File: src/rtl/pipe_pkg.sv
// Shared definitions for the writeback pipeline stage.
//   NOP_INSTR     : instruction presented whenever no valid entry is held
//   INSTR_W_DEF   : default instruction width
//   PC_W_DEF      : default PC width
//   pipe_entry_t  : one pipeline entry {instr, pc} at the default widths
//   buf_state_e   : occupancy state of the head/skid buffer
package pipe_pkg;

    localparam int          INSTR_W_DEF = 32;
    localparam int          PC_W_DEF    = 7;
    localparam logic [31:0] NOP_INSTR   = 32'hE320F000;

    typedef struct packed {
        logic [INSTR_W_DEF-1:0] instr;
        logic [PC_W_DEF-1:0]    pc;
    } pipe_entry_t;

    // EMPTY: nothing held; HEAD: head only; FULL: head and skid both held.
    typedef enum logic [1:0] {
        BUF_EMPTY = 2'd0,
        BUF_HEAD  = 2'd1,
        BUF_FULL  = 2'd2
    } buf_state_e;

endpackage

File: src/rtl/wb_stage_skid_if.sv
// Handshake/bus bundle between the memory stage, the writeback stage
// register and the writeback consumer.
//   master : upstream producer + downstream consumer (drives in_*, out_ready)
//   slave  : the stage itself (drives in_ready, out_*, rt, opcode)
// Handshake: a transfer happens on a rising clk edge where valid and ready
// are both 1; once valid is raised the payload is held stable until it
// transfers (or the stage is flushed/reset); ready never depends
// combinationally on the same-side valid.
interface wb_stage_skid_if
    import pipe_pkg::*;
#(
    parameter int INSTR_W = INSTR_W_DEF,
    parameter int PC_W    = PC_W_DEF
);

    logic               in_valid;
    logic               in_ready;
    logic [INSTR_W-1:0] instr_in;
    logic [PC_W-1:0]    pc_in;
    logic               out_valid;
    logic               out_ready;
    logic [INSTR_W-1:0] instr_out;
    logic [PC_W-1:0]    pc_out;
    logic [3:0]         rt;
    logic [6:0]         opcode;

    modport master (
        output in_valid, instr_in, pc_in, out_ready,
        input  in_ready, out_valid, instr_out, pc_out, rt, opcode
    );

    modport slave (
        input  in_valid, instr_in, pc_in, out_ready,
        output in_ready, out_valid, instr_out, pc_out, rt, opcode
    );

endinterface

File: src/rtl/idecoder.sv
// Field decoder for a 32-bit data-processing style instruction.
//   instr     in  32  instruction word
//   cond      out 4   condition field      [31:28]
//   opcode    out 7   opcode field         [27:21]
//   set_flags out 1   flag-update bit      [20]
//   rn        out 4   first source reg     [19:16]
//   rt        out 4   destination register [15:12]
//   operand2  out 12  second operand       [11:0]
module idecoder (
    input  logic [31:0] instr,
    output logic [3:0]  cond,
    output logic [6:0]  opcode,
    output logic        set_flags,
    output logic [3:0]  rn,
    output logic [3:0]  rt,
    output logic [11:0] operand2
);

    assign cond      = instr[31:28];
    assign opcode    = instr[27:21];
    assign set_flags = instr[20];
    assign rn        = instr[19:16];
    assign rt        = instr[15:12];
    assign operand2  = instr[11:0];

endmodule

File: src/rtl/pipe_skid_buf.sv
// Two-entry head/skid buffer with valid/ready handshake and flush.
//   clk, rst   clock, synchronous active-high reset
//   flush      discard both held entries (same-cycle input dropped)
//   in_valid / in_ready / in_data     upstream side
//   out_valid / out_ready / out_data  downstream side (out_data = head)
//   state_dbg  current occupancy state
// in_ready is a pure function of the registered state, so there is no
// combinational path from out_ready to in_ready.
module pipe_skid_buf
    import pipe_pkg::*;
#(
    parameter type    entry_t    = pipe_entry_t,
    parameter entry_t IDLE_ENTRY = '0
) (
    input  logic       clk,
    input  logic       rst,
    input  logic       flush,
    input  logic       in_valid,
    output logic       in_ready,
    input  entry_t     in_data,
    output logic       out_valid,
    input  logic       out_ready,
    output entry_t     out_data,
    output buf_state_e state_dbg
);

    buf_state_e state_q, state_d;
    entry_t     head_q, head_d;
    entry_t     skid_q, skid_d;

    always_ff @(posedge clk) begin
        if (rst) begin
            state_q <= BUF_EMPTY;
            head_q  <= IDLE_ENTRY;
            skid_q  <= IDLE_ENTRY;
        end else begin
            state_q <= state_d;
            head_q  <= head_d;
            skid_q  <= skid_d;
        end
    end

    always_comb begin
        state_d = state_q;
        head_d  = head_q;
        skid_d  = skid_q;
        if (flush) begin
            state_d = BUF_EMPTY;
            head_d  = IDLE_ENTRY;
            skid_d  = IDLE_ENTRY;
        end else begin
            case (state_q)
                BUF_EMPTY: begin
                    if (in_valid) begin
                        head_d  = in_data;
                        state_d = BUF_HEAD;
                    end
                end
                BUF_HEAD: begin
                    if (out_ready) begin
                        // Head leaves; a same-cycle input replaces it directly.
                        if (in_valid) begin
                            head_d = in_data;
                        end else begin
                            head_d  = IDLE_ENTRY;
                            state_d = BUF_EMPTY;
                        end
                    end else if (in_valid) begin
                        // Head is stalled: park the new entry in the skid slot.
                        skid_d  = in_data;
                        state_d = BUF_FULL;
                    end
                end
                BUF_FULL: begin
                    // in_ready is 0 here, so only the drain side can move.
                    if (out_ready) begin
                        head_d  = skid_q;
                        skid_d  = IDLE_ENTRY;
                        state_d = BUF_HEAD;
                    end
                end
                default: begin
                    state_d = BUF_EMPTY;
                    head_d  = IDLE_ENTRY;
                    skid_d  = IDLE_ENTRY;
                end
            endcase
        end
    end

    assign in_ready  = (state_q != BUF_FULL);
    assign out_valid = (state_q != BUF_EMPTY);
    assign out_data  = head_q;
    assign state_dbg = state_q;

endmodule

File: src/rtl/wb_stage_skid.sv
// Writeback pipeline stage: registers {instr, pc} between memory and
// writeback through a two-entry skid buffer, decodes rt/opcode from the
// presented instruction, and counts bubble cycles.
//   clk, rst    clock, synchronous active-high reset
//   flush       discard all held entries
//   bus         wb_stage_skid_if slave: in_valid/in_ready/instr_in/pc_in,
//               out_valid/out_ready/instr_out/pc_out, rt, opcode
//   bubble_cnt  cycles with out_valid=0 since reset, saturating
module wb_stage_skid
    import pipe_pkg::*;
#(
    parameter int INSTR_W = INSTR_W_DEF,
    parameter int PC_W    = PC_W_DEF,
    parameter int CNT_W   = 16
) (
    input  logic               clk,
    input  logic               rst,
    input  logic               flush,
    wb_stage_skid_if.slave     bus,
    output logic [CNT_W-1:0]   bubble_cnt
);

    typedef struct packed {
        logic [INSTR_W-1:0] instr;
        logic [PC_W-1:0]    pc;
    } entry_t;

    localparam logic [INSTR_W-1:0] NOP_W      = INSTR_W'(NOP_INSTR);
    localparam entry_t             IDLE_ENTRY = '{instr: NOP_W, pc: '0};
    localparam logic [CNT_W-1:0]   CNT_MAX    = '1;

    entry_t     in_entry;
    entry_t     head_entry;
    logic       head_valid;
    buf_state_e buf_state_unused;

    assign in_entry = '{instr: bus.instr_in, pc: bus.pc_in};

    pipe_skid_buf #(
        .entry_t    (entry_t),
        .IDLE_ENTRY (IDLE_ENTRY)
    ) u_skid_buf (
        .clk       (clk),
        .rst       (rst),
        .flush     (flush),
        .in_valid  (bus.in_valid),
        .in_ready  (bus.in_ready),
        .in_data   (in_entry),
        .out_valid (head_valid),
        .out_ready (bus.out_ready),
        .out_data  (head_entry),
        .state_dbg (buf_state_unused)
    );

    // An empty stage presents NOP/0 so the decoder sees a harmless instruction.
    assign bus.out_valid = head_valid;
    assign bus.instr_out = head_valid ? head_entry.instr : NOP_W;
    assign bus.pc_out    = head_valid ? head_entry.pc : '0;

    logic [3:0]  dec_cond_unused;
    logic        dec_s_unused;
    logic [3:0]  dec_rn_unused;
    logic [11:0] dec_op2_unused;

    idecoder u_idecoder (
        .instr     (32'(bus.instr_out)),
        .cond      (dec_cond_unused),
        .opcode    (bus.opcode),
        .set_flags (dec_s_unused),
        .rn        (dec_rn_unused),
        .rt        (bus.rt),
        .operand2  (dec_op2_unused)
    );

    // Bubble counter: flush does not clear it, only reset does.
    logic [CNT_W-1:0] bubble_cnt_q, bubble_cnt_d;

    always_comb begin
        bubble_cnt_d = bubble_cnt_q;
        if (!head_valid && (bubble_cnt_q != CNT_MAX)) begin
            bubble_cnt_d = bubble_cnt_q + CNT_W'(1);
        end
    end

    always_ff @(posedge clk) begin
        if (rst) begin
            bubble_cnt_q <= '0;
        end else begin
            bubble_cnt_q <= bubble_cnt_d;
        end
    end

    assign bubble_cnt = bubble_cnt_q;

endmodule

File: src/flat_wrapper.sv
// flat-port wrapper written by rule: the top's interface ports become plain ports
module wb_stage_skid_flat import pipe_pkg::*;
#(
    parameter int INSTR_W = INSTR_W_DEF,
    parameter int PC_W    = PC_W_DEF,
    parameter int CNT_W   = 16
)
  (clk, rst, flush, bubble_cnt, bus_in_valid, bus_instr_in, bus_pc_in, bus_out_ready, bus_in_ready, bus_out_valid, bus_instr_out, bus_pc_out, bus_rt, bus_opcode);
  wb_stage_skid_if #(.INSTR_W(INSTR_W), .PC_W(PC_W)) bus_i ();
  input  logic clk;
  input  logic rst;
  input  logic flush;
  output logic [CNT_W-1:0] bubble_cnt;
  input wire logic [$bits(bus_i.in_valid)-1:0] bus_in_valid;
  input wire logic [$bits(bus_i.instr_in)-1:0] bus_instr_in;
  input wire logic [$bits(bus_i.pc_in)-1:0] bus_pc_in;
  input wire logic [$bits(bus_i.out_ready)-1:0] bus_out_ready;
  output wire logic [$bits(bus_i.in_ready)-1:0] bus_in_ready;
  output wire logic [$bits(bus_i.out_valid)-1:0] bus_out_valid;
  output wire logic [$bits(bus_i.instr_out)-1:0] bus_instr_out;
  output wire logic [$bits(bus_i.pc_out)-1:0] bus_pc_out;
  output wire logic [$bits(bus_i.rt)-1:0] bus_rt;
  output wire logic [$bits(bus_i.opcode)-1:0] bus_opcode;
  assign bus_i.in_valid = bus_in_valid;
  assign bus_i.instr_in = bus_instr_in;
  assign bus_i.pc_in = bus_pc_in;
  assign bus_i.out_ready = bus_out_ready;
  assign bus_in_ready = bus_i.in_ready;
  assign bus_out_valid = bus_i.out_valid;
  assign bus_instr_out = bus_i.instr_out;
  assign bus_pc_out = bus_i.pc_out;
  assign bus_rt = bus_i.rt;
  assign bus_opcode = bus_i.opcode;
  wb_stage_skid #(.INSTR_W(INSTR_W), .PC_W(PC_W), .CNT_W(CNT_W)) u_core (.clk(clk), .rst(rst), .flush(flush), .bus(bus_i), .bubble_cnt(bubble_cnt));
endmodule
File: config.mk
export PLATFORM = sky130hd
export DESIGN_NAME = wb_stage_skid_flat
export DESIGN_NICKNAME = d
export VERILOG_FILES = /design/src/rtl/pipe_pkg.sv /design/src/rtl/wb_stage_skid_if.sv /design/src/rtl/idecoder.sv /design/src/rtl/pipe_skid_buf.sv /design/src/rtl/wb_stage_skid.sv /design/src/flat_wrapper.sv
export SDC_FILE = /design/constraint.sdc
export NUM_CORES = 1
export LEC_CHECK = 0
export BUFFER_PORTS_ARGS = -buffer_cell sky130_fd_sc_hd__clkbuf_2
export CAP_MARGIN = 25
export CORE_ASPECT_RATIO = 0.7
export CORE_MARGIN = 3
export CORE_UTILIZATION = 55
export CTS_CLUSTER_DIAMETER = 150
export DETAILED_ROUTE_END_ITERATION = 10
export GPL_ROUTABILITY_DRIVEN = 0
export PLACE_DENSITY_LB_ADDON = 0.05
export SKIP_LAST_GASP = 1
export SYNTH_ARGS = -nofsm -noshare
export SYNTH_HDL_FRONTEND = slang
export SYNTH_HIERARCHICAL = 1
export SYNTH_SLANG_ARGS = --single-unit
File: constraint.sdc
create_clock -name clk -period 5.35 [get_ports clk]
set_input_delay 0.2675 -clock clk [delete_from_list [all_inputs] [get_ports clk]]
set_output_delay 0.2675 -clock clk [all_outputs]
set_load 0.02 [all_outputs]
==> reports/qor.yml <==
sta:
  worst_slew_pin_slew_ns: 0.767
  post-route-period-util: 0.505
  report.final.slew_viol_count: 0
  final-setup-viol-count: 0
  max_slew_margin: 0.487
  period_minus_slack_ns: 2.70
  fin_setup_tns_ns: 0
  timing_hold_violations_final: 0
  timing.clock.skew_ns: 0.00650
  achievable-frequency_ghz: 0.370
  rsz0062_at_grt: "false"
drt:
  detail_route.drc_violations: 0
  routed-via-count: 4101
  avgRoutedWirePerCell_um: 16.2
  drt_pass_1_iters: 7
  drtIter0Drc: 248
  vias_per_cell: 5.83
  final_antenna_net_count: 0
  routed_wl_mm: 11.4
cts:
  post-cts-setup-buffer-count: 0
  cts_hold_buf: 0
  cts_tree: "yes"
  insertion_delay_ns: 0.34
  tritoncts.num_buffers: 9
  clock-sinks: 96
  clk_transition_reported_paths_ns: 0.06
  cts_resized: 0
  htree_num_levels: 3
  clock_tree_root_buffer_cell: "clkbuf_16"
  clock_tree.buffer_depth: 2
global_routing:
  grt_first_pass_wirelength_mm: 18.7
  grt_overflow: 0
  first_global_vias: 3806
  grt_usage: 0.225
  antenna_found_initial: 0
  grt_start_max_net_pins: 71
pwr:
  irDropWorstVdd_uv: 150
  p_per_area_nw_per_um2: 278
  power.leakage_nw: 2.20
flow_run:
  max_cap_violations: 0
placement:
  port_buffers: 111
  post-dp-hpwl_mm: 7.40
setup_path:
  critPathKind: "reg2reg"
  slowest_delay_ns: 0.69
  path_cells: "or2_2 > nand4b_4 > or3_4 > or4_1 > a21oi_1"
  worstPathBufferInverterCount: 0
  critPathRequiredTime_ns: 5.62
  setup.worst_path.end_class: "register"
  critical_path_arrival_ns: 2.97
  critical-path-slowest-cell: "or2_2"
  worstPathMaxFanout: 44
  critPathLaunchType: "register"
  critPathTopFamily: "simple AND/OR/NAND/NOR gates"
floorplan:
  die_y_um: 84.4
  initial_utilization: 0.590
  die-width_um: 118
  design.portCount: 112
  rows: 27
  die_area_sq_um: 9950
  core_sq_um: 8180
run_status:
  status: "finished, final reports clean"
cells_and_area:
  layout-area-overhead-vs-synth_pct: 15.2
  nets: 627
  post_route_cells_drive_above_1_share: 0.250
  filler_cell_count: 697
  finalCoreUtilization: 0.680
  diodes: 0
synth:
  synth_warnings: 6
  synthesized_net_count: 551
  synth_area_per_cell_sq_um: 9.53
  synthesis.area_sq_um: 4820
  netlist_instances: 506
worst_hold_path:
  hold_class: "in2reg"
## per-layer routing
metal  GRT usage  part of all wire  routed length, um  vias up
met5           0                 0                  0        -
met1       0.296              0.47               5310     1976
met2       0.365              0.45               5170      138
li1            -                 -                  -     1979
met4      0.0521            0.0077                 88        0
met3      0.0700             0.073                827        8
## worst reg2reg max path: stages, from the launching register on
cell      delay [ns]
dfxtp_1         0.54
or2_2           0.69
nand4b_4        0.39
or3_4           0.39
or4_1           0.48
a21oi_1         0.15
## worst paths after layout
| kind | cells past startpoint | startpoint | end | slack [ns] |
|---|---|---|---|---|
| max | 5 | u_core/u_skid_buf/state_dbg[0]$_SDFFE_PP0P_ | u_core/bubble_cnt[7]$_SDFFE_PP0P_ | 2.65 |
| min | 2 | bus_instr_in[12] | u_core/u_skid_buf/out_data[19]$_SDFFE_PP1P_ | 0.19 |
| max reg2reg | 5 | u_core/u_skid_buf/state_dbg[0]$_SDFFE_PP0P_ | u_core/bubble_cnt[7]$_SDFFE_PP0P_ | 2.65 |
| min reg2reg | 1 | u_core/u_skid_buf/out_data[13]$_SDFFE_PP0P_ | u_core/u_skid_buf/out_data[13]$_SDFFE_PP0P_ | 0.46 |
## area by class of cell
cell class / count / area [sq um] / share of cell area
multi-input combinational: 350 / 2520 / 0.454
timing repair buffer: 117 / 641 / 0.115
inverter: 8 / 30.0 / 0.00540
sequential: 96 / 1920 / 0.346
tap: 116 / 145 / 0.0261
clock inverter: 4 / 51.3 / 0.00923
clock buffer: 12 / 246 / 0.0444
## flip-flops by register name, summed over array words and instances (netlist names)
register                     flops
u_core/bubble_cnt               16
u_core/u_skid_buf/skid_q        39
u_core/u_skid_buf/out_data      39
u_core/u_skid_buf/state_dbg      2
## through the flow
step / total power [W] / setup WS [ns] / instances / hold WS (ns) / area, sq um
2_1_floorplan: 0.000870 / 3.11 / 506 / 0.370 / 4820
3_3_place_gp: 0.000906 / 2.76 / 685 / 0.438 / 5200
3_5_place_dp: 0.000914 / 2.70 / 687 / 0.441 / 5260
4_1_cts: 0.00155 / 2.69 / 703 / 0.180 / 5560
5_1_grt: 0.00160 / 2.49 / 703 / 0.190 / 5560
6_report: 0.00154 / 2.65 / 703 / 0.187 / 5560
## where the power goes
| group | total [W] | internal, W | switching (W) |
|---|---|---|---|
| clock network | 0.000644 | 0.000376 | 0.000268 |
| registers | 0.000744 | 0.000730 | 0.0000133 |
| logic | 0.000156 | 0.0000661 | 0.0000900 |
| total | 0.00154 | 0.00117 | 0.000371 |
## placed cells by master (no fill, tap or decap), types with 3 or more instances in the layout
master / count
buf_4: 4
nand2b_1: 23
a221o_1: 20
a21o_1: 10
or2b_1: 6
or3_1: 5
nor2_1: 35
a22oi_1: 29
clkbuf_16: 9
nor4_1: 4
o21a_1: 4
o21ai_0: 4
and2_1: 60
or4_1: 4
clkbuf_2: 111
a21oi_1: 13
o31ai_1: 4
nand2_1: 17
o2bb2ai_1: 29
nand3_1: 4
dfxtp_1: 96
mux2i_1: 40
nand4_1: 3
inv_1: 7
(Power assumes the default switching activity.)
